[config.mk]
export PLATFORM = sky130hd
export DESIGN_NAME = fsm_code_logger
export DESIGN_NICKNAME = d
export VERILOG_FILES = /design/src/rtl/fsm_code_logger.sv
export SDC_FILE = /design/constraint.sdc
export NUM_CORES = 1
export LEC_CHECK = 0
export ABC_AREA = 1
export CORE_UTILIZATION = 30
export CTS_BUF_LIST = sky130_fd_sc_hd__clkbuf_8
export DETAILED_ROUTE_END_ITERATION = 16
export DONT_BUFFER_PORTS = 1
export SLEW_MARGIN = 20
export SYNTH_ARGS = -nofsm -noshare
export SYNTH_HDL_FRONTEND = slang
export SYNTH_SLANG_ARGS = --single-unit
[constraint.sdc]
create_clock -name clk -period 2.5 [get_ports clk]
set_input_delay 0.125 -clock clk [delete_from_list [all_inputs] [get_ports clk]]
set_output_delay 0.125 -clock clk [all_outputs]
set_load 0.01 [all_outputs]
[src/rtl/fsm_code_logger.sv]
// Run-length logger for the 4-bit sequencer code stream, buffered in a small FWFT FIFO.
// Optional statistics counters are enabled with `define FSM_CODE_LOGGER_STATS_EN.
module fsm_code_logger #(
    parameter int unsigned DEPTH = 8,
    parameter int unsigned RUN_W = 8
) (
    input  logic                     clk,
    input  logic                     rstb,
    input  logic [3:0]               code_in,
    input  logic                     code_vld,
    input  logic                     flush,
    output logic [RUN_W+3:0]         out_data,
    output logic                     out_valid,
    input  logic                     out_ready,
    output logic [$clog2(DEPTH):0]   level,
    output logic                     overflow
`ifdef FSM_CODE_LOGGER_STATS_EN
    ,
    output logic [15:0]              rec_cnt,
    output logic [15:0]              drop_cnt
`endif
);

    localparam int unsigned AW    = $clog2(DEPTH);
    localparam int unsigned LW    = AW + 1;
    localparam int unsigned REC_W = RUN_W + 4;

    localparam logic [RUN_W-1:0] RUN_MAX = '1;
    localparam logic [RUN_W-1:0] RUN_ONE = RUN_W'(1);
    localparam logic [LW-1:0]    LVL_FULL = LW'(DEPTH);

    typedef enum logic {StIdle, StRun} state_t;

    // ------------------------------------------------------------------
    // Run tracker
    // ------------------------------------------------------------------
    state_t             state, state_nxt;
    logic [3:0]         cur_code, cur_code_nxt;
    logic [RUN_W-1:0]   run, run_nxt;
    logic               push;
    logic [REC_W-1:0]   push_rec;

    always_comb begin
        state_nxt    = state;
        cur_code_nxt = cur_code;
        run_nxt      = run;
        push         = 1'b0;
        push_rec     = '0;
        unique case (state)
            StIdle: begin
                if (code_vld) begin
                    state_nxt    = StRun;
                    cur_code_nxt = code_in;
                    run_nxt      = RUN_ONE;
                end
            end
            StRun: begin
                if (flush) begin
                    push     = 1'b1;
                    push_rec = {cur_code, run};
                    if (code_vld) begin
                        cur_code_nxt = code_in;
                        run_nxt      = RUN_ONE;
                    end else begin
                        state_nxt    = StIdle;
                        cur_code_nxt = 4'h0;
                        run_nxt      = '0;
                    end
                end else if (code_vld) begin
                    if (code_in == cur_code) begin
                        if (run == RUN_MAX) begin
                            // Saturated run is emitted and continues as a fresh record.
                            push     = 1'b1;
                            push_rec = {cur_code, RUN_MAX};
                            run_nxt  = RUN_ONE;
                        end else begin
                            run_nxt = run + RUN_ONE;
                        end
                    end else begin
                        push         = 1'b1;
                        push_rec     = {cur_code, run};
                        cur_code_nxt = code_in;
                        run_nxt      = RUN_ONE;
                    end
                end
            end
            default: begin
                state_nxt    = StIdle;
                cur_code_nxt = 4'h0;
                run_nxt      = '0;
            end
        endcase
    end

    always_ff @(posedge clk or negedge rstb) begin
        if (!rstb) begin
            state    <= StIdle;
            cur_code <= 4'h0;
            run      <= '0;
        end else begin
            state    <= state_nxt;
            cur_code <= cur_code_nxt;
            run      <= run_nxt;
        end
    end

    // ------------------------------------------------------------------
    // Record FIFO
    // ------------------------------------------------------------------
    logic [REC_W-1:0]   mem [DEPTH];
    logic [AW-1:0]      wptr, rptr;
    logic [LW-1:0]      level_q, level_nxt;
    logic               valid_q;
    logic               overflow_q;
    logic               full, pop, accept, drop;

    assign full   = (level_q == LVL_FULL);
    assign pop    = valid_q && out_ready;
    // A full FIFO still takes a record when the head leaves in the same cycle.
    assign accept = push && (!full || pop);
    assign drop   = push && full && !pop;

    always_comb begin
        level_nxt = level_q;
        unique case ({accept, pop})
            2'b10:   level_nxt = level_q + LW'(1);
            2'b01:   level_nxt = level_q - LW'(1);
            default: level_nxt = level_q;
        endcase
    end

    always_ff @(posedge clk) begin
        if (accept) begin
            mem[wptr] <= push_rec;
        end
    end

    always_ff @(posedge clk or negedge rstb) begin
        if (!rstb) begin
            wptr       <= '0;
            rptr       <= '0;
            level_q    <= '0;
            valid_q    <= 1'b0;
            overflow_q <= 1'b0;
        end else begin
            if (accept) begin
                wptr <= wptr + AW'(1);
            end
            if (pop) begin
                rptr <= rptr + AW'(1);
            end
            level_q <= level_nxt;
            valid_q <= (level_nxt != '0);
            if (drop) begin
                overflow_q <= 1'b1;
            end
        end
    end

    assign out_valid = valid_q;
    assign level     = level_q;
    assign overflow  = overflow_q;
    assign out_data  = valid_q ? mem[rptr] : '0;

`ifdef FSM_CODE_LOGGER_STATS_EN
    logic [15:0] rec_cnt_q, drop_cnt_q;

    always_ff @(posedge clk or negedge rstb) begin
        if (!rstb) begin
            rec_cnt_q  <= '0;
            drop_cnt_q <= '0;
        end else begin
            if (accept && (rec_cnt_q != 16'hFFFF)) begin
                rec_cnt_q <= rec_cnt_q + 16'd1;
            end
            if (drop && (drop_cnt_q != 16'hFFFF)) begin
                drop_cnt_q <= drop_cnt_q + 16'd1;
            end
        end
    end

    assign rec_cnt  = rec_cnt_q;
    assign drop_cnt = drop_cnt_q;
`endif

endmodule

* Yosys cells after proc, flatten, opt, wreduce, memory -nomap -nowiden
Memory sizes are Yosys's and may differ from the RTL's. Index checks and enable logic that the tools add are counted.
Cells by class: multiplexer cells 30, reductions and logical operators 10, $add $sub $neg 5, bitwise gates (word level) 1, equality and inequality tests 8
Operators by type and width (number):
- 12-bit two-way mux | 6
- 8-bit two-way mux | 5
- 4-bit two-way mux | 5
- 4-bit one-hot mux with 2 select lines | 2
- 8-bit one-hot mux with 2 select lines | 1
- 1-bit two-way mux | 10
- 8-bit by 1-bit adder with 8-bit output, second input constant | 1
- 8-bit == test, second input constant | 1
- 3-bit by 1-bit adder with 3-bit output, second input constant | 2
- 3-bit inequality test, second input constant | 2
- 4-bit by 1-bit adder with 4-bit output, second input constant | 1
- 4-bit == test | 1
- 4-bit == test, second input constant | 1
- 1-bit logical AND | 4
- 4-bit nonzero test | 1
- 4-bit by 1-bit subtractor with 4-bit output, second input constant | 1
- 3-bit AND reduction | 1
- 2-bit by 1-bit == test with 1-bit output, second input constant | 1
- 2-bit == test, second input constant | 1
- 1-bit logical NOT | 2
- 2-bit inequality test, second input constant | 1
- 1-bit one-hot mux with 2 select lines | 1
- 2-bit AND reduction | 1
- 1-bit logical OR | 1
- 1-bit inverter | 1
Word-level totals: output and inout bits 18, RAM bits 96, input port bits 9, register bits after elaboration 25, memories kept 1
Memories:
- mem | words 8, width 12, rd ports 1, clocked after memory_dff 0, wr ports 1, RTL line 110 | logic [REC_W-1:0] mem [DEPTH];

* Logic depth before layout (Yosys ltp)
depth in word-level cells 10, mapped depth 18, depth with buffers taken out 18

* Worst setup path before layout
No wires, ideal clock.
path kind register to register, start register run[0], end memory mem[4][0] (netlist bit) (enable), library setup time 0.380 ns, data arrival time 1.941 ns, slack 0.179 ns, clock period less this slack 2.321 ns, stages on the path, launching flop included 11, path buffers 0, cells stage by stage dfrtp_1 -> ha_1 -> nand2_1 -> nor2_4 -> nand3_2 -> nand3_2 -> nand2_4 -> nand2_4 -> nand2_1 -> or2_1 -> nor2_1
On the way: longest elaborated chain between the ends 9
Ends and longest elaborated chain:
- start: declaration | RTL line 39 | logic [RUN_W-1:0] run, run_nxt;
- start signal: assignment | RTL line 103 | run <= run_nxt;
- 8-bit == test | RTL line 71 | if (run == RUN_MAX) begin
- 1-bit two-way mux | RTL line 71
- 1-bit two-way mux | RTL line 70 | if (code_in == cur_code) begin
- 1-bit two-way mux | RTL line 69 | end else if (code_vld) begin
- 1-bit two-way mux | RTL line 58 | if (flush) begin
- 1-bit two-way mux | RTL line 49 | unique case (state)
- 1-bit logical AND | RTL line 120 | assign accept = push && (!full || pop);
- 1-bit two-way mux | RTL line 133 | if (accept) begin
- 1-bit two-way mux (not written as such) | RTL line 134 | mem[wptr] <= push_rec;
- end: declaration | RTL line 110
No other way between the ends.

* Worst setup path after layout
start register run[1], end memory mem[0][4] (netlist bit) (enable)
The elaborated chain is that of the path after synthesis.

==> qor.csv <==
stage,metric,value,unit
power_and_ir_drop,Psw,2.511,mW
drt,drt wl/cell,15.76,µm
sta,Period minus WS final,2.272,ns
placed_design,IO buf count,0,
global_routing,met1 Track Usage GR,0.1720,
layout,"commonest non-fill, non-tap cells in the layout","96 x edfxtp_1, 93 x nor2_1, 76 x o21ai_0",
placed_design,HPWL after DPL,8.005,mm
sta,f_max,440.2,MHz
flow_run,MaxCap Viol Count,0,
global_routing,GR Overflow Total,0,
global_routing,total track usage,0.1424,
clocking,Worst-Skew Late Latency,0.43,ns
yosys,"Async S/R FF share, synth",0.2066,
clocking,Clock Tree Root,clkbuf_8,
yosys,Synth Cell Area,5284,µm²
drt,routed wire length,11.98,mm
yosys,"Net Count, Synth",502,
die,die width,134.7,µm
yosys,adder-cell share of the synthesized area,0.009472,
clocking,"Setup Fix Bufs, Post-CTS",0,
die,Die Ht,134.7,µm
clocking,Bufs on Longest Clock Path,2,
yosys,Syn Area/Cell,10.81,µm²
layout,synthesis-to-finish area growth,16.77,%
yosys,largest family of logic cells by synthesized area,simple AND/OR/NAND/NOR gates,
drt,total number of vias,3675,
power_and_ir_drop,Comb power frac,0.338,
global_routing,initial antenna violation count,0,
sta,RSZ-0062 raised after global routing,no,
die,Die Area,18150,µm²
die,Row Count,48,
sta,Max Slew Vio Count,0,
yosys,Synth Instances,489,
drt,first-pass iteration count of the detailed router,5,
power_and_ir_drop,Seq pwr share,0.407,
sta,Clock Skew,0.007825,ns
hold_path,HP Class,in2reg,
sta,Final period util,0.9087,
hold_path,Hold Path Stages,5,
clocking,TritonCTS Buffers,17,
placed_design,Final GP Congestion,0.8068,
power_and_ir_drop,total internal power,4.124,mW
global_routing,number of global-route vias before repair,3752,
global_routing,Top Usage Layer GRT,met2,
worst_setup_path,Worst Path Required,2.63,ns
layout,Nets,535,
global_routing,first-pass GRT wire length,19.37,mm
yosys,flop and latch count out of synthesis,121,
yosys,Yosys cell types,33,
power_and_ir_drop,Net Sw Frac,0.3785,
worst_setup_path,R2R setup slack,0.23,ns
yosys,Compound-Gate Fraction of Synth Area,0.1144,
sta,Final Hold Viols,0,
layout,ant diodes,0,
die,Starting Density,0.3065,
global_routing,pin count of the biggest net entering global routing,50,
yosys,"Top FF cell, synth",edfxtp_1,
yosys,synthesized-area fraction occupied by xor and xnor cells,0.01160,
worst_setup_path,critical path class,reg2reg,
layout,Layout fillers,1658,
clocking,"Reg clk slew, reported paths",0.07,ns
power_and_ir_drop,Clk pwr share,0.255,
sta,worst slew pin tran,0.6684,ns
power_and_ir_drop,pwr dens,1075,nW/µm²
clocking,TritonCTS clock tree,built,
yosys,Synth Warn #,0,
power_and_ir_drop,PnR Total Power,6.635,mW
die,core area,17240,µm²
status,status,completed,
yosys,number of synthesized flops with an enable pin,96,
yosys,post-synthesis mux area share,0,
yosys,"Seq/Total Area, Yosys",0.6640,
drt,Initial DRC Count,280,
drt,DR vias/cell,4.836,
yosys,simple-gate portion of the synthesized area,0.1513,
worst_setup_path,CP endpoint kind,flip-flop,
global_routing,met2 GRT Util,0.2354,
clocking,CTS sink count,121,
power_and_ir_drop,leakage power,2.413,nW
drt,Post-route DRC,0,
worst_setup_path,WP data arrival,2.40,ns
layout,"leading cell type in the layout, fill and taps excluded",edfxtp_1,
power_and_ir_drop,peak supply drop,0.0005922,V
worst_setup_path,CP Launch Type,flip-flop,
sta,Setup TNS,0,ns
layout,layout cells sized above 1,0.1402,
worst_setup_path,worst-case reg-to-reg path depth,11,
global_routing,global-route met3 utilization,0.04467,
sta,Fin Hold WS,0.06242,ns
die,I/O pins,27,
drt,post-route ant nets,0,
sta,final setup vio count,0,
clocking,CTS H-tree depth,4,
worst_setup_path,crit-path max FO,13,
sta,Max-slew headroom,0.5539,
==> final timing paths <==
kind	start	to
worst max-delay path	run[1]	mem[0][4]
worst min-delay path	flush	run[1]
worst max register to register	run[1]	mem[0][4]
worst min register to register	run[5]	run[5]
max in group asynchronous	rstb	run[7]
min in group asynchronous	rstb	run[3]
==> through the flow <==
stage / utilization / setup slack [ns] / instance area (µm²) / instances
floorplan: - / 0.1789 / 5284 / 489
global placement: 0.3292 / 0.3492 / 5674 / 718
detailed placement: 0.3292 / 0.2521 / 5674 / 718
CTS: 0.3579 / 0.2277 / 6170 / 760
global route: 0.3579 / 0.05121 / 6170 / 760
finish: 0.3579 / 0.2281 / 6170 / 760
==> critical path: stages, from the launching register on <==
cell and delay [ns]:
dfrtp_1 0.37, ha_1 0.19, nand2_1 0.10, nor2_4 0.12, nand3_2 0.09, nand3_2 0.11, nand2_4 0.08, nand2_4 0.14
nand2_1 0.11, or2_1 0.28, nor2_1 0.11, buf_4 0.24
==> area by class of cell <==
cell class              instances  area, µm²  area share
flip-flops and latches        121       3508      0.5686
multi-input cells             299       1515      0.2456
repair buffers                 32      287.8     0.04664
well taps                     225      281.5     0.04563
clock buffers                  17      234.0     0.03792
inverters                      51      191.4     0.03103
clock inverters                15      151.4     0.02454
==> synth_stat cells, types with 2 or more instances <==
master | n | area, µm²
nand3_4 | 2 | 35.03
o22ai_1 | 13 | 81.33
dfrtp_1 | 25 | 625.6
a31oi_1 | 12 | 75.07
nor3_1 | 2 | 10.01
nand2_1 | 46 | 172.7
nand3_2 | 2 | 20.02
xor2_1 | 7 | 61.31
nor2_1 | 93 | 349.1
o21ai_0 | 76 | 380.4
nand2_2 | 4 | 25.02
nand3_1 | 14 | 70.07
clkbuf_1 | 16 | 60.06
inv_2 | 2 | 7.510
nor2_2 | 2 | 12.51
ha_1 | 4 | 50.05
nand4_1 | 3 | 18.77
o21bai_1 | 2 | 15.01
a211oi_1 | 2 | 15.01
nand2_4 | 3 | 33.78
edfxtp_1 | 96 | 2883
a21oi_1 | 4 | 20.02
inv_1 | 49 | 183.9
==> sequential cells by signal, summed over array words and instances (netlist names) <==
signal,cells
wptr,3
mem,96
level,4
state,1
cur_code,4
rptr,3
run,8
overflow,1
out_valid,1
==> cells by family after synthesis <==
family,count (synthesis)
AOI/OAI and AO/OA,111
xor gates and xnor gates,7
adders and majority gates,4
buffers and inverters,69
DFF,121
and+or+nand+nor,177
==> power groups by stage <==
stage               Combinational (mW)  Sequential [mW]  Clock (mW)
floorplan                         1.55             2.71           0
global placement                  2.16             2.74           0
detailed placement                2.21             2.74           0
CTS                               2.25             2.70        1.73
global route                      2.51             2.74        1.81
finish                            2.24             2.70        1.69
==> per-layer routing <==
layer / vias up / wire [µm] / part of all wire
li1: 1754 / - / -
met1: 1794 / 5082 / 0.42
met2: 108 / 5886 / 0.49
met3: 19 / 792 / 0.066
met4: 0 / 214 / 0.018
met5: - / 0 / 0
==> timing repair <==
| action | 4_1_cts | 5_1_grt |
|---|---|---|
| endpoints found under the hold margin | 33 | 0 |
| gates resized for setup | 0 | 0 |
| hold buffers | 10 | 0 |
(Power assumes the default switching activity.)
